===== src/rtl/bn_pkg.sv =====
// Shared types for the Batalha Naval board manager: cell states, command/response
// codes and the controller state encoding.
package bn_pkg;

  typedef enum logic [1:0] {
    CELL_EMPTY = 2'b00,
    CELL_SHIP  = 2'b01,
    CELL_HIT   = 2'b10,
    CELL_MISS  = 2'b11
  } cell_t;

  localparam logic [1:0] OP_PLACE = 2'b00;
  localparam logic [1:0] OP_SHOOT = 2'b01;
  localparam logic [1:0] OP_CLEAR = 2'b10;
  localparam logic [1:0] OP_RSVD  = 2'b11;

  localparam logic [1:0] RSP_OK     = 2'b00;
  localparam logic [1:0] RSP_REJECT = 2'b01;
  localparam logic [1:0] RSP_MISS   = 2'b10;
  localparam logic [1:0] RSP_HIT    = 2'b11;

  typedef enum logic [2:0] {
    ST_IDLE,
    ST_CHECK,
    ST_WRITE,
    ST_SHOT,
    ST_CLR,
    ST_RESP
  } state_t;

endpackage


===== src/rtl/tabuleiro_mem.sv =====
// One player's board: GRID_W x GRID_W flop array of cell_t, row-major (y*GRID_W + x),
// combinational read, single synchronous write, async reset to EMPTY.
module tabuleiro_mem
  import bn_pkg::*;
#(
  parameter int GRID_W = 8,
  localparam int CELLS  = GRID_W * GRID_W,
  localparam int ADDR_W = $clog2(CELLS)
) (
  input  logic              clk,
  input  logic              reset,
  input  logic [ADDR_W-1:0] rd_addr,
  output cell_t             rd_data,
  input  logic              we,
  input  logic [ADDR_W-1:0] wr_addr,
  input  cell_t             wr_data
);

  cell_t cells [CELLS];

  always_ff @(posedge clk or posedge reset) begin
    if (reset) begin
      for (int i = 0; i < CELLS; i++) cells[i] <= CELL_EMPTY;
    end else if (we) begin
      cells[wr_addr] <= wr_data;
    end
  end

  assign rd_data = cells[rd_addr];

endmodule


===== src/rtl/gerenciador_tabuleiro.sv =====
// Board manager: placement with collision/bounds checks, shot evaluation, board clear,
// per-player remaining-ship-cell counters and sticky game_over. Optional macro
// BN_REPEAT_REJECT_EN makes a repeat shot answer REJECT instead of the stored outcome.
//
// state    | meaning
// IDLE     | cmd_ready high, decode and pre-check the incoming command
// CHECK    | PLACE: scan ship cells one per cycle, abort on first non-EMPTY
// WRITE    | PLACE: write SHIP one cell per cycle
// SHOT     | SHOOT: read cell and write back HIT/MISS in the same cycle
// CLR      | CLEAR: write EMPTY over the whole board, row-major
// RESP     | one-cycle rsp_valid strobe
module gerenciador_tabuleiro
  import bn_pkg::*;
#(
  parameter int GRID_W       = 8,
  parameter int NUM_PLAYERS  = 2,
  parameter int MAX_SHIP_LEN = 4,
  localparam int COORD_W  = $clog2(GRID_W),
  localparam int PLAYER_W = $clog2(NUM_PLAYERS),
  localparam int LEN_W    = $clog2(MAX_SHIP_LEN + 1)
) (
  input  logic                clk,
  input  logic                reset,
  input  logic                cmd_valid,
  output logic                cmd_ready,
  input  logic [1:0]          cmd_op,
  input  logic [PLAYER_W-1:0] cmd_player,
  input  logic [COORD_W-1:0]  cmd_x,
  input  logic [COORD_W-1:0]  cmd_y,
  input  logic [LEN_W-1:0]    cmd_len,
  input  logic                cmd_dir,
  output logic                rsp_valid,
  output logic [1:0]          rsp_code,
  output logic                rsp_repeat,
  output logic                game_over,
  output logic [PLAYER_W-1:0] loser
);

  localparam int CELLS  = GRID_W * GRID_W;
  localparam int ADDR_W = $clog2(CELLS);
  localparam int CNT_W  = $clog2(CELLS + 1);

`ifdef BN_REPEAT_REJECT_EN
  localparam logic [1:0] REP_HIT_CODE  = RSP_REJECT;
  localparam logic [1:0] REP_MISS_CODE = RSP_REJECT;
`else
  localparam logic [1:0] REP_HIT_CODE  = RSP_HIT;
  localparam logic [1:0] REP_MISS_CODE = RSP_MISS;
`endif

  state_t              state_q;
  logic [PLAYER_W-1:0] player_q;
  logic [ADDR_W-1:0]   addr_q;
  logic [ADDR_W-1:0]   start_q;
  logic [CNT_W-1:0]    cnt_q;
  logic [LEN_W-1:0]    len_q;
  logic                dir_q;
  logic [CNT_W-1:0]    remaining [NUM_PLAYERS];

  cell_t               rd_cell [NUM_PLAYERS];
  cell_t               cur_cell;
  logic                mem_we;
  cell_t               mem_wdata;
  logic [ADDR_W-1:0]   step;
  logic [ADDR_W-1:0]   start_addr;
  logic                bad_player, bad_coord, bad_len, bad_end, reject_now;

  assign cur_cell   = rd_cell[player_q];
  assign step       = dir_q ? ADDR_W'(GRID_W) : ADDR_W'(1);
  assign start_addr = ADDR_W'(int'(cmd_y) * GRID_W + int'(cmd_x));

  always_comb begin
    bad_player = int'(cmd_player) >= NUM_PLAYERS;
    bad_coord  = (int'(cmd_x) >= GRID_W) || (int'(cmd_y) >= GRID_W);
    bad_len    = (cmd_len == '0) || (int'(cmd_len) > MAX_SHIP_LEN);
    bad_end    = (int'(cmd_dir ? cmd_y : cmd_x) + int'(cmd_len) - 1) >= GRID_W;
    reject_now = bad_player || (cmd_op == OP_RSVD)
              || ((cmd_op == OP_PLACE) && (bad_len || bad_coord || bad_end))
              || ((cmd_op == OP_SHOOT) && bad_coord)
              || (game_over && (cmd_op != OP_CLEAR));
  end

  always_comb begin
    mem_we    = 1'b0;
    mem_wdata = CELL_EMPTY;
    case (state_q)
      ST_WRITE: begin
        mem_we    = 1'b1;
        mem_wdata = CELL_SHIP;
      end
      ST_SHOT: begin
        if (cur_cell == CELL_EMPTY) begin
          mem_we    = 1'b1;
          mem_wdata = CELL_MISS;
        end else if (cur_cell == CELL_SHIP) begin
          mem_we    = 1'b1;
          mem_wdata = CELL_HIT;
        end
      end
      ST_CLR: mem_we = 1'b1;
      default: ;
    endcase
  end

  for (genvar g = 0; g < NUM_PLAYERS; g++) begin : g_mem
    tabuleiro_mem #(.GRID_W(GRID_W)) u_mem (
      .clk     (clk),
      .reset   (reset),
      .rd_addr (addr_q),
      .rd_data (rd_cell[g]),
      .we      (mem_we && (int'(player_q) == g)),
      .wr_addr (addr_q),
      .wr_data (mem_wdata)
    );
  end

  always_ff @(posedge clk or posedge reset) begin
    if (reset) begin
      state_q    <= ST_IDLE;
      cmd_ready  <= 1'b1;
      rsp_valid  <= 1'b0;
      rsp_code   <= RSP_OK;
      rsp_repeat <= 1'b0;
      game_over  <= 1'b0;
      loser      <= '0;
      player_q   <= '0;
      addr_q     <= '0;
      start_q    <= '0;
      cnt_q      <= '0;
      len_q      <= '0;
      dir_q      <= 1'b0;
      for (int i = 0; i < NUM_PLAYERS; i++) remaining[i] <= '0;
    end else begin
      case (state_q)
        ST_IDLE: begin
          rsp_valid  <= 1'b0;
          rsp_repeat <= 1'b0;
          if (cmd_valid) begin
            cmd_ready <= 1'b0;
            player_q  <= cmd_player;
            addr_q    <= start_addr;
            start_q   <= start_addr;
            len_q     <= cmd_len;
            dir_q     <= cmd_dir;
            cnt_q     <= CNT_W'(cmd_len) - CNT_W'(1);
            if (reject_now) begin
              rsp_code  <= RSP_REJECT;
              rsp_valid <= 1'b1;
              state_q   <= ST_RESP;
            end else if (cmd_op == OP_PLACE) begin
              state_q <= ST_CHECK;
            end else if (cmd_op == OP_SHOOT) begin
              state_q <= ST_SHOT;
            end else begin
              addr_q  <= '0;
              cnt_q   <= CNT_W'(CELLS - 1);
              state_q <= ST_CLR;
            end
          end
        end
        ST_CHECK: begin
          if (cur_cell != CELL_EMPTY) begin
            rsp_code  <= RSP_REJECT;
            rsp_valid <= 1'b1;
            state_q   <= ST_RESP;
          end else if (cnt_q == '0) begin
            addr_q  <= start_q;
            cnt_q   <= CNT_W'(len_q) - CNT_W'(1);
            state_q <= ST_WRITE;
          end else begin
            addr_q <= addr_q + step;
            cnt_q  <= cnt_q - CNT_W'(1);
          end
        end
        ST_WRITE: begin
          if (cnt_q == '0) begin
            remaining[player_q] <= remaining[player_q] + CNT_W'(len_q);
            rsp_code  <= RSP_OK;
            rsp_valid <= 1'b1;
            state_q   <= ST_RESP;
          end else begin
            addr_q <= addr_q + step;
            cnt_q  <= cnt_q - CNT_W'(1);
          end
        end
        ST_SHOT: begin
          rsp_valid <= 1'b1;
          state_q   <= ST_RESP;
          case (cur_cell)
            CELL_EMPTY: rsp_code <= RSP_MISS;
            CELL_SHIP: begin
              rsp_code            <= RSP_HIT;
              remaining[player_q] <= remaining[player_q] - CNT_W'(1);
              // last ship cell of this fleet: flag the loser on this same edge
              if (remaining[player_q] == CNT_W'(1)) begin
                game_over <= 1'b1;
                loser     <= player_q;
              end
            end
            CELL_HIT: begin
              rsp_code   <= REP_HIT_CODE;
              rsp_repeat <= 1'b1;
            end
            default: begin
              rsp_code   <= REP_MISS_CODE;
              rsp_repeat <= 1'b1;
            end
          endcase
        end
        ST_CLR: begin
          if (cnt_q == '0) begin
            remaining[player_q] <= '0;
            game_over <= 1'b0;
            loser     <= '0;
            rsp_code  <= RSP_OK;
            rsp_valid <= 1'b1;
            state_q   <= ST_RESP;
          end else begin
            addr_q <= addr_q + ADDR_W'(1);
            cnt_q  <= cnt_q - CNT_W'(1);
          end
        end
        default: begin
          rsp_valid <= 1'b0;
          cmd_ready <= 1'b1;
          state_q   <= ST_IDLE;
        end
      endcase
    end
  end

endmodule


===== config.mk =====
export PLATFORM = sky130hd
export DESIGN_NAME = gerenciador_tabuleiro
export DESIGN_NICKNAME = d
export VERILOG_FILES = /design/src/rtl/bn_pkg.sv /design/src/rtl/tabuleiro_mem.sv /design/src/rtl/gerenciador_tabuleiro.sv
export SDC_FILE = /design/constraint.sdc
export NUM_CORES = 1
export LEC_CHECK = 0
export ABC_AREA = 0
export BUFFER_PORTS_ARGS = -buffer_cell sky130_fd_sc_hd__buf_2
export CAP_MARGIN = 20
export CORE_ASPECT_RATIO = 1.1
export CORE_UTILIZATION = 60
export DETAILED_ROUTE_END_ITERATION = 10
export PLACE_DENSITY = 0.76
export SYNTH_ARGS = -nofsm -noshare
export SYNTH_HDL_FRONTEND = slang
export SYNTH_SLANG_ARGS = --single-unit

===== constraint.sdc =====
create_clock -name clk -period 9.8 [get_ports clk]
set_input_delay 0.49 -clock clk [delete_from_list [all_inputs] [get_ports clk]]
set_output_delay 0.49 -clock clk [all_outputs]
set_load 0.05 [all_outputs]

Word-level counts from Yosys, hierarchy flattened
Cells that the tools add are included.
{"block": "word_totals", "ff_bits": 304, "wordCells": 304, "out_inout_bits": 7}
{"block": "classes", "magnitude_cmp": 6, "eq_ne": 24, "reduce_logical": 36, "muxes": 79, "bitwise_logic": 6, "add_sub_neg": 10}
{"operator": "bitwise mux 128 bit", "n": 2}
{"operator": "2-to-1 mux 7 bit", "n": 11}
{"operator": "2-to-1 mux 6 bit", "n": 8}
{"operator": "2-to-1 mux 14 bit", "n": 3}
{"operator": "one-hot mux 14 bit (3 select lines)", "n": 1}
{"operator": "bitwise mux 14 bit", "n": 2}
{"operator": "2-to-1 mux 2 bit", "n": 14}
{"operator": "inequality test 2 bit (second input constant)", "n": 13}
{"operator": "binary-select mux 2 bit (select 6 bit)", "n": 2}
{"operator": "2-to-1 mux 3 bit", "n": 8}
{"operator": "one-hot mux 6 bit (4 select lines)", "n": 1}
{"operator": "one-hot mux 7 bit (3 select lines)", "n": 1}
{"operator": "AND 14 bit", "n": 1}
{"operator": "2-to-1 mux 1 bit", "n": 14}
{"operator": "NOT 14 bit", "n": 1}
{"operator": "subtractor 7 x 1 -> 7 bit (second input constant)", "n": 2}
{"operator": "demux 2 bit (select 6 bit)", "n": 1}
{"operator": "one-hot mux 3 bit (4 select lines)", "n": 1}
{"operator": "AND reduction 4 bit", "n": 3}
{"operator": "one-hot mux 1 bit (2 select lines)", "n": 5}
{"operator": "AND reduction 5 bit", "n": 2}
{"operator": "one-hot mux 2 bit (4 select lines)", "n": 1}
{"operator": "AND reduction 2 bit", "n": 4}
{"operator": "nonzero test 4 bit", "n": 2}
{"operator": "other kinds (38)", "n": 58}

Longest topological paths before layout
{"block": "depth", "depth_word": 12, "mapped_depth": 18, "depth_no_buf": 13}

Cells and area by module
From an unflattened synthesis, not the netlist that was laid out.
{"block": "unflattened", "cells_unflattened": 1352, "hier_area_um2": 16263.1}
{"mod": "tabuleiro_mem", "area_each_um2": 6299.8, "cells_each": 466, "instances": 2}
{"mod": "gerenciador_tabuleiro", "area_each_um2": 3663.5, "cells_each": 420, "instances": 1}

Worst setup path before layout
Ideal clock, no wire load.
{"block": "synth_path", "path_kind": "reg2reg", "from": "register addr_q[0]", "to": "register g_mem[0].u_mem.cells[112] in the netlist's numbering", "stages_incl_launch_ff": 19, "setup_slack_ns": 6.202, "path_buffers": 5, "setup_ns": 0.125, "period_less_slack_ns": 3.598, "arrival_time_ns": 3.474, "path_cell_list": "dfrtp_1 > buf_2 > buf_6 > buf_4 > buf_2 > mux2i_1 > o22ai_1 > a21oi_1 > o2bb2ai_1 > nor4_1 > a31o_2 > ha_1 > nor3b_1 > o21ai_2 > nor2b_1 > buf_2 > nand2_1 > nor2_1 > mux2_2"}
{"block": "synth_via", "elab_chain_len": 12}
{"element": "start, declared", "line_no": "gerenciador_tabuleiro.sv:53", "text": "logic [ADDR_W-1:0] addr_q;"}
{"element": "start signal, assigned", "line_no": "gerenciador_tabuleiro.sv:141", "text": "addr_q <= start_addr;"}
{"element": "start signal, assigned", "line_no": "gerenciador_tabuleiro.sv:167", "text": "addr_q <= start_q;"}
{"element": "start signal, assigned", "line_no": "gerenciador_tabuleiro.sv:171", "text": "addr_q <= addr_q + step;"}
{"element": "NOT 6 -> 7 bit (implied by the code) (*)", "line_no": "tabuleiro_mem.sv:25, tabuleiro_mem.sv:29"}
{"element": "binary-select mux 2 bit (select 6 bit)", "line_no": "tabuleiro_mem.sv:29", "text": "assign rd_data = cells[rd_addr];"}
{"element": "2-to-1 mux 2 bit (implied by the code) (2 in series)", "line_no": "tabuleiro_mem.sv:29"}
{"element": "2-to-1 mux 2 bit (implied by the code) (3 in series)", "line_no": "gerenciador_tabuleiro.sv:68", "text": "assign cur_cell = rd_cell[player_q];"}
{"element": "equality test 2 x 1 -> 1 bit", "line_no": "gerenciador_tabuleiro.sv:95", "text": "end else if (cur_cell == CELL_SHIP) begin"}
{"element": "2-to-1 mux 1 bit", "line_no": "gerenciador_tabuleiro.sv:95"}
{"element": "2-to-1 mux 1 bit", "line_no": "gerenciador_tabuleiro.sv:92", "text": "if (cur_cell == CELL_EMPTY) begin"}
{"element": "one-hot mux 1 bit (2 select lines)", "line_no": "gerenciador_tabuleiro.sv:86", "text": "case (state_q)"}
{"element": "logical AND 1 bit", "line_no": "gerenciador_tabuleiro.sv:111", "text": ".we (mem_we && (int'(player_q) == g)),"}
{"element": "end signal, assigned by index", "line_no": "tabuleiro_mem.sv:25", "text": "cells[wr_addr] <= wr_data;"}
{"element": "end, declared", "line_no": "tabuleiro_mem.sv:19", "text": "cell_t cells [CELLS];"}
Mark *: on every way between the ends. The rest lies on a longest branch, timed or not. The select of a mux whose other input is x is not followed.
A chain may end at the register's enable or synchronous reset.

Final worst setup path
{"block": "layout_path", "from": "register addr_q[0]", "to": "register g_mem[0].u_mem.cells[122] in the netlist's numbering"}
The elaborated chain is that of the path after synthesis.

==> summary.txt <==
Outcome
  – Result of the run: finished clean

Floorplan
  – Num rows: 62
  – Width of the chip: 157.4 microns
  – Num ports: 23
  – Die area: 27230 sq um
  – Core region area: between 20000 and 30000 sq um
  – Initial standard-cell utilization of the core: about 61%
  – Die Height: 173.0 microns

Layout
  – Post-synthesis to final-layout area growth: 9.009%
  – Total inserted antenna cells: 0
  – Ratio of cells with drive above 1 in the final layout: 29.55%
  – NumNets Final: roughly 1500
  – Final instance area: between 15000 and 20000 sq um

Timing
  – Clk_skew: 0.01601 ns
  – Final setup slack of the worst path: 3.541 ns
  – Worst slew margin relative to its limit: between 20% and 30%
  – RSZ-0062 raised after global routing: no
  – Final hold vios: 0
  – Final-layout setup total negative slack: 0 ns
  – Actual transition at the worst max-transition pin: 1.086 ns
  – Final Cycle Share: 63.87%
  – Max Clk Rate: 0.1598 GHz
  – Minimum clock period after layout: 6.259 ns
  – Total count of max-transition violations in the final report: 0
  – Post-Route Hold Slack: 0.1604 ns
  – Count of final setup violators: 0

Place
  – Final GP Congestion: 0.9175
  – Final HPWL from detailed placement: 26.06 mm
  – Number of buffer cells added on primary ports: 22
  – Worst setup timing slack at the placement stage: 3.836 ns
  – Area post-placement: around 16000 sq um

Drt
  – Via total after detailed routing: roughly 12000
  – Starting DRT DRC Count: roughly 1200
  – First-pass iteration count of the detailed router: 6
  – WL/cell: 22.61 microns
  – Remaining antenna violation count after routing: 0
  – Remaining DRCs: 0
  – Drt total wl: 40.41 mm
  – Via/cell ratio: 6.542

Yosys
  – Portion of the post-synthesis area used by sequential elements: 47.72%
  – Ys Warns: 0
  – Post-synthesis register bit count: ~300
  – Yosys cell types: 75
  – Mapped cell area: about 16000 sq um
  – Top FF cell, synth: sky130_fd_sc_hd__dfrtp_1
  – Number of synthesized flops with an enable pin: 0
  – Post-synthesis instance total: 1425
  – Proportion of register bits with asynchronous set or reset after synthesis: between 90% and 100%
  – Average cell area after synthesis: approximately 11 sq um
  – Net count of the mapped netlist: 1463

GRT
  – Total congestion overflow: 0
  – Total routing usage reported by global routing: a little under a third
  – Number of global-route vias before repair: 11770
  – Global-route wire length before repair: roughly 65 mm
  – Largest net degree at the start of global routing: 144
  – Antenna violations before repair: 0

Setup path
  – Worst-case register-to-register setup slack: 3.54 ns
  – Setup CP Type: flip-flop to flip-flop
  – Launching point of the worst reg2reg path: addr_q[0]$_DFFE_PP0P_
  – Crit Path Max Fanout: 50
  – Startpoint type of the worst setup path: flip-flop
  – Required time reported for the critical path endpoint: 10.18 ns
  – Worst setup EP type: flip-flop
  – Arrival time at the worst endpoint: 6.64 ns
  – CP Launch Point: addr_q[0]$_DFFE_PP0P_

Worst hold path
  – Path category of the worst min-delay check: input port to asynchronous set/reset pin

Clock tree
  – CTS H-tree depth: 2
  – Clock-pin slew on the worst setup and hold paths: around 0.060 ns
  – Post-CTS setup buffer count: 0
  – Library cell used as clock root buffer: sky130_fd_sc_hd__clkbuf_16
  – Maximum clock path buffer count: 3
  – Skew-Pair Late Insertion Delay: around 0.5 ns
  – TritonCTS Sinks: 304
  – Number of hold-repair buffers added at the cts stage: 0
  – Num CTS Buffers: 34
  – Number of gates resized after cts: 0
  – TritonCTS clock tree: yes

Power
  – Ratio of total power to cell area: 264.0 nW/um^2
  – Leakage: 8.060 nW
  – Worst ir drop on vdd: 0.2044 mV
  – Design Power: 4.589 mW

Job
  – Number of maximum-capacitance constraint violations: 0
-- cell type report --
type / instances / area [sq um]
sequential: 304 / 7617
clock buffer: 48 / 944.7
fill: 2042 / 8762
timing repair buffer: 40 / 265.3
multi-input combinational: 1011 / 7891
inverter: 23 / 93.84
tap: 352 / 440.4
clock inverter: 9 / 127.6
-- power by group --
part	leakage (nW)	internal (mW)	switching (mW)
Sequential	4.17	1.40	0.235
Clock	0.525	0.750	0.500
Combinational	3.37	0.589	1.12
-- cell families after synthesis --
family                     share of synthesized area, %
xor gates and xnor gates                         0.9338
muxes                                             25.34
DFF                                               47.72
buffers and inverters                             2.966
adders and majority gates                         1.821
and+or+nand+nor                                   11.16
AOI/OAI and AO/OA                                 10.06
-- sequential cells by signal (all words and copies together), names as in the netlist --
register,cells
cnt_q,7
len_q,3
dir_q,1
state_q,3
game_over,1
rsp_valid,1
rsp_repeat,1
addr_q,6
g_mem.u_mem.cells,256
cmd_ready,1
loser,1
rsp_code,2
start_q,6
player_q,1
remaining,14
-- path summary, 6_finish.rpt --
path,to,cells after the start
min in group clk,player_q$_DFFE_PP0P_,2
worst max register to register,g_mem[0].u_mem.cells[122]$_DFFE_PP0P_,14
worst max-delay path,g_mem[0].u_mem.cells[122]$_DFFE_PP0P_,14
worst min-delay path,cnt_q[3]$_DFFE_PP0P_,2
worst min register to register,rsp_code[1]$_DFFE_PP0P_,1
max in group asynchronous,g_mem[1].u_mem.cells[122]$_DFFE_PP0P_,3
-- cells in the mapped netlist (3+ instances only) --
cell | count | area share (%)
sky130_fd_sc_hd__a221o_1 | 8 | 0.50
sky130_fd_sc_hd__nand3_1 | 16 | 0.50
sky130_fd_sc_hd__a222oi_1 | 4 | 0.25
sky130_fd_sc_hd__or3b_2 | 3 | 0.16
sky130_fd_sc_hd__xnor2_1 | 12 | 0.66
sky130_fd_sc_hd__mux2i_1 | 47 | 3.0
sky130_fd_sc_hd__o2bb2ai_1 | 7 | 0.38
sky130_fd_sc_hd__a211oi_1 | 5 | 0.24
sky130_fd_sc_hd__buf_2 | 29 | 0.91
sky130_fd_sc_hd__nand2b_1 | 11 | 0.43
sky130_fd_sc_hd__o21bai_1 | 3 | 0.14
sky130_fd_sc_hd__nor2_1 | 122 | 2.9
sky130_fd_sc_hd__nor3b_1 | 7 | 0.33
sky130_fd_sc_hd__nor2_2 | 8 | 0.31
sky130_fd_sc_hd__mux2_2 | 288 | 20
sky130_fd_sc_hd__nor3_1 | 20 | 0.63
sky130_fd_sc_hd__a21oi_1 | 50 | 1.6
sky130_fd_sc_hd__buf_4 | 4 | 0.19
sky130_fd_sc_hd__ha_1 | 20 | 1.6
sky130_fd_sc_hd__clkbuf_1 | 50 | 1.2
sky130_fd_sc_hd__o21ai_0 | 50 | 1.6
sky130_fd_sc_hd__a31oi_1 | 15 | 0.59
sky130_fd_sc_hd__dfrtp_1 | 303 | 48
sky130_fd_sc_hd__nand3b_1 | 7 | 0.33
sky130_fd_sc_hd__inv_1 | 20 | 0.47
sky130_fd_sc_hd__nor4_1 | 5 | 0.20
sky130_fd_sc_hd__mux4_2 | 14 | 2.0
sky130_fd_sc_hd__a22oi_1 | 23 | 1.1
sky130_fd_sc_hd__o21a_1 | 4 | 0.19
sky130_fd_sc_hd__a21o_1 | 3 | 0.14
sky130_fd_sc_hd__nand2_1 | 147 | 3.5
sky130_fd_sc_hd__o221ai_1 | 6 | 0.33
sky130_fd_sc_hd__xor2_1 | 5 | 0.27
sky130_fd_sc_hd__a221oi_1 | 15 | 0.82
sky130_fd_sc_hd__nor2b_1 | 15 | 0.59
sky130_fd_sc_hd__or3_1 | 4 | 0.16
sky130_fd_sc_hd__o22ai_1 | 12 | 0.47
sky130_fd_sc_hd__a22o_1 | 12 | 0.66
-- routing by layer --
layer	vias up	routed length (microns)	GRT usage, %	share of wire, %
met4	0	1865	13.71	4.6
met2	478	19290	48.60	48
met5	-	0	0	0
li1	5147	-	-	-
met1	5941	16610	41.75	41
met3	125	2646	4.737	6.5
-- worst max-delay path, stage by stage, from the launching register on --
cell and delay [ns]:
sky130_fd_sc_hd__dfrtp_4 0.87, sky130_fd_sc_hd__buf_4 0.50, sky130_fd_sc_hd__clkinv_1 0.55, sky130_fd_sc_hd__a221o_1 0.46
sky130_fd_sc_hd__a222oi_1 0.30, sky130_fd_sc_hd__o2bb2ai_1 0.16, sky130_fd_sc_hd__nor4_1 0.60, sky130_fd_sc_hd__a31o_2 0.22
sky130_fd_sc_hd__ha_1 0.28, sky130_fd_sc_hd__nor3b_1 0.13, sky130_fd_sc_hd__o21ai_2 0.33, sky130_fd_sc_hd__nor2b_1 0.60
sky130_fd_sc_hd__nand2_1 0.43, sky130_fd_sc_hd__nor2_1 0.30, sky130_fd_sc_hd__mux2_2 0.37
-- cells in the final DEF (no fill, tap or decap), types with 5 or more instances in the layout --
cell,n
sky130_fd_sc_hd__dfrtp_1,300
sky130_fd_sc_hd__mux2_2,288
sky130_fd_sc_hd__nand2_1,147
sky130_fd_sc_hd__nor2_1,121
sky130_fd_sc_hd__a21oi_1,49
sky130_fd_sc_hd__o21ai_0,49
sky130_fd_sc_hd__mux2i_1,47
sky130_fd_sc_hd__clkbuf_16,35
sky130_fd_sc_hd__a22oi_1,23
sky130_fd_sc_hd__buf_2,22
sky130_fd_sc_hd__ha_1,20
sky130_fd_sc_hd__inv_1,19
sky130_fd_sc_hd__nor3_1,18
sky130_fd_sc_hd__buf_4,17
sky130_fd_sc_hd__nand3_1,16
sky130_fd_sc_hd__nor2b_1,15
sky130_fd_sc_hd__a31oi_1,15
sky130_fd_sc_hd__a221oi_1,15
sky130_fd_sc_hd__mux4_2,14
sky130_fd_sc_hd__xnor2_1,12
sky130_fd_sc_hd__a22o_1,12
sky130_fd_sc_hd__o22ai_1,12
sky130_fd_sc_hd__nand2b_1,11
sky130_fd_sc_hd__clkbuf_1,11
sky130_fd_sc_hd__nor2_2,8
sky130_fd_sc_hd__a221o_1,8
sky130_fd_sc_hd__nand3b_1,7
sky130_fd_sc_hd__nor3b_1,7
sky130_fd_sc_hd__o2bb2ai_1,7
sky130_fd_sc_hd__o221ai_1,6
sky130_fd_sc_hd__nor4_1,5
sky130_fd_sc_hd__xor2_1,5
sky130_fd_sc_hd__a211oi_1,5
-- per-stage QoR --
stage | std cells | util (%)
after floorplan | 1425 | -
after global placement | 1729 | 62.28
after detailed placement | 1729 | 62.28
after CTS | 1786 | 66.38
after global routing | 1787 | 66.48
final | 1787 | 66.48
No activity file was read; power rests on OpenSTA's default activity.
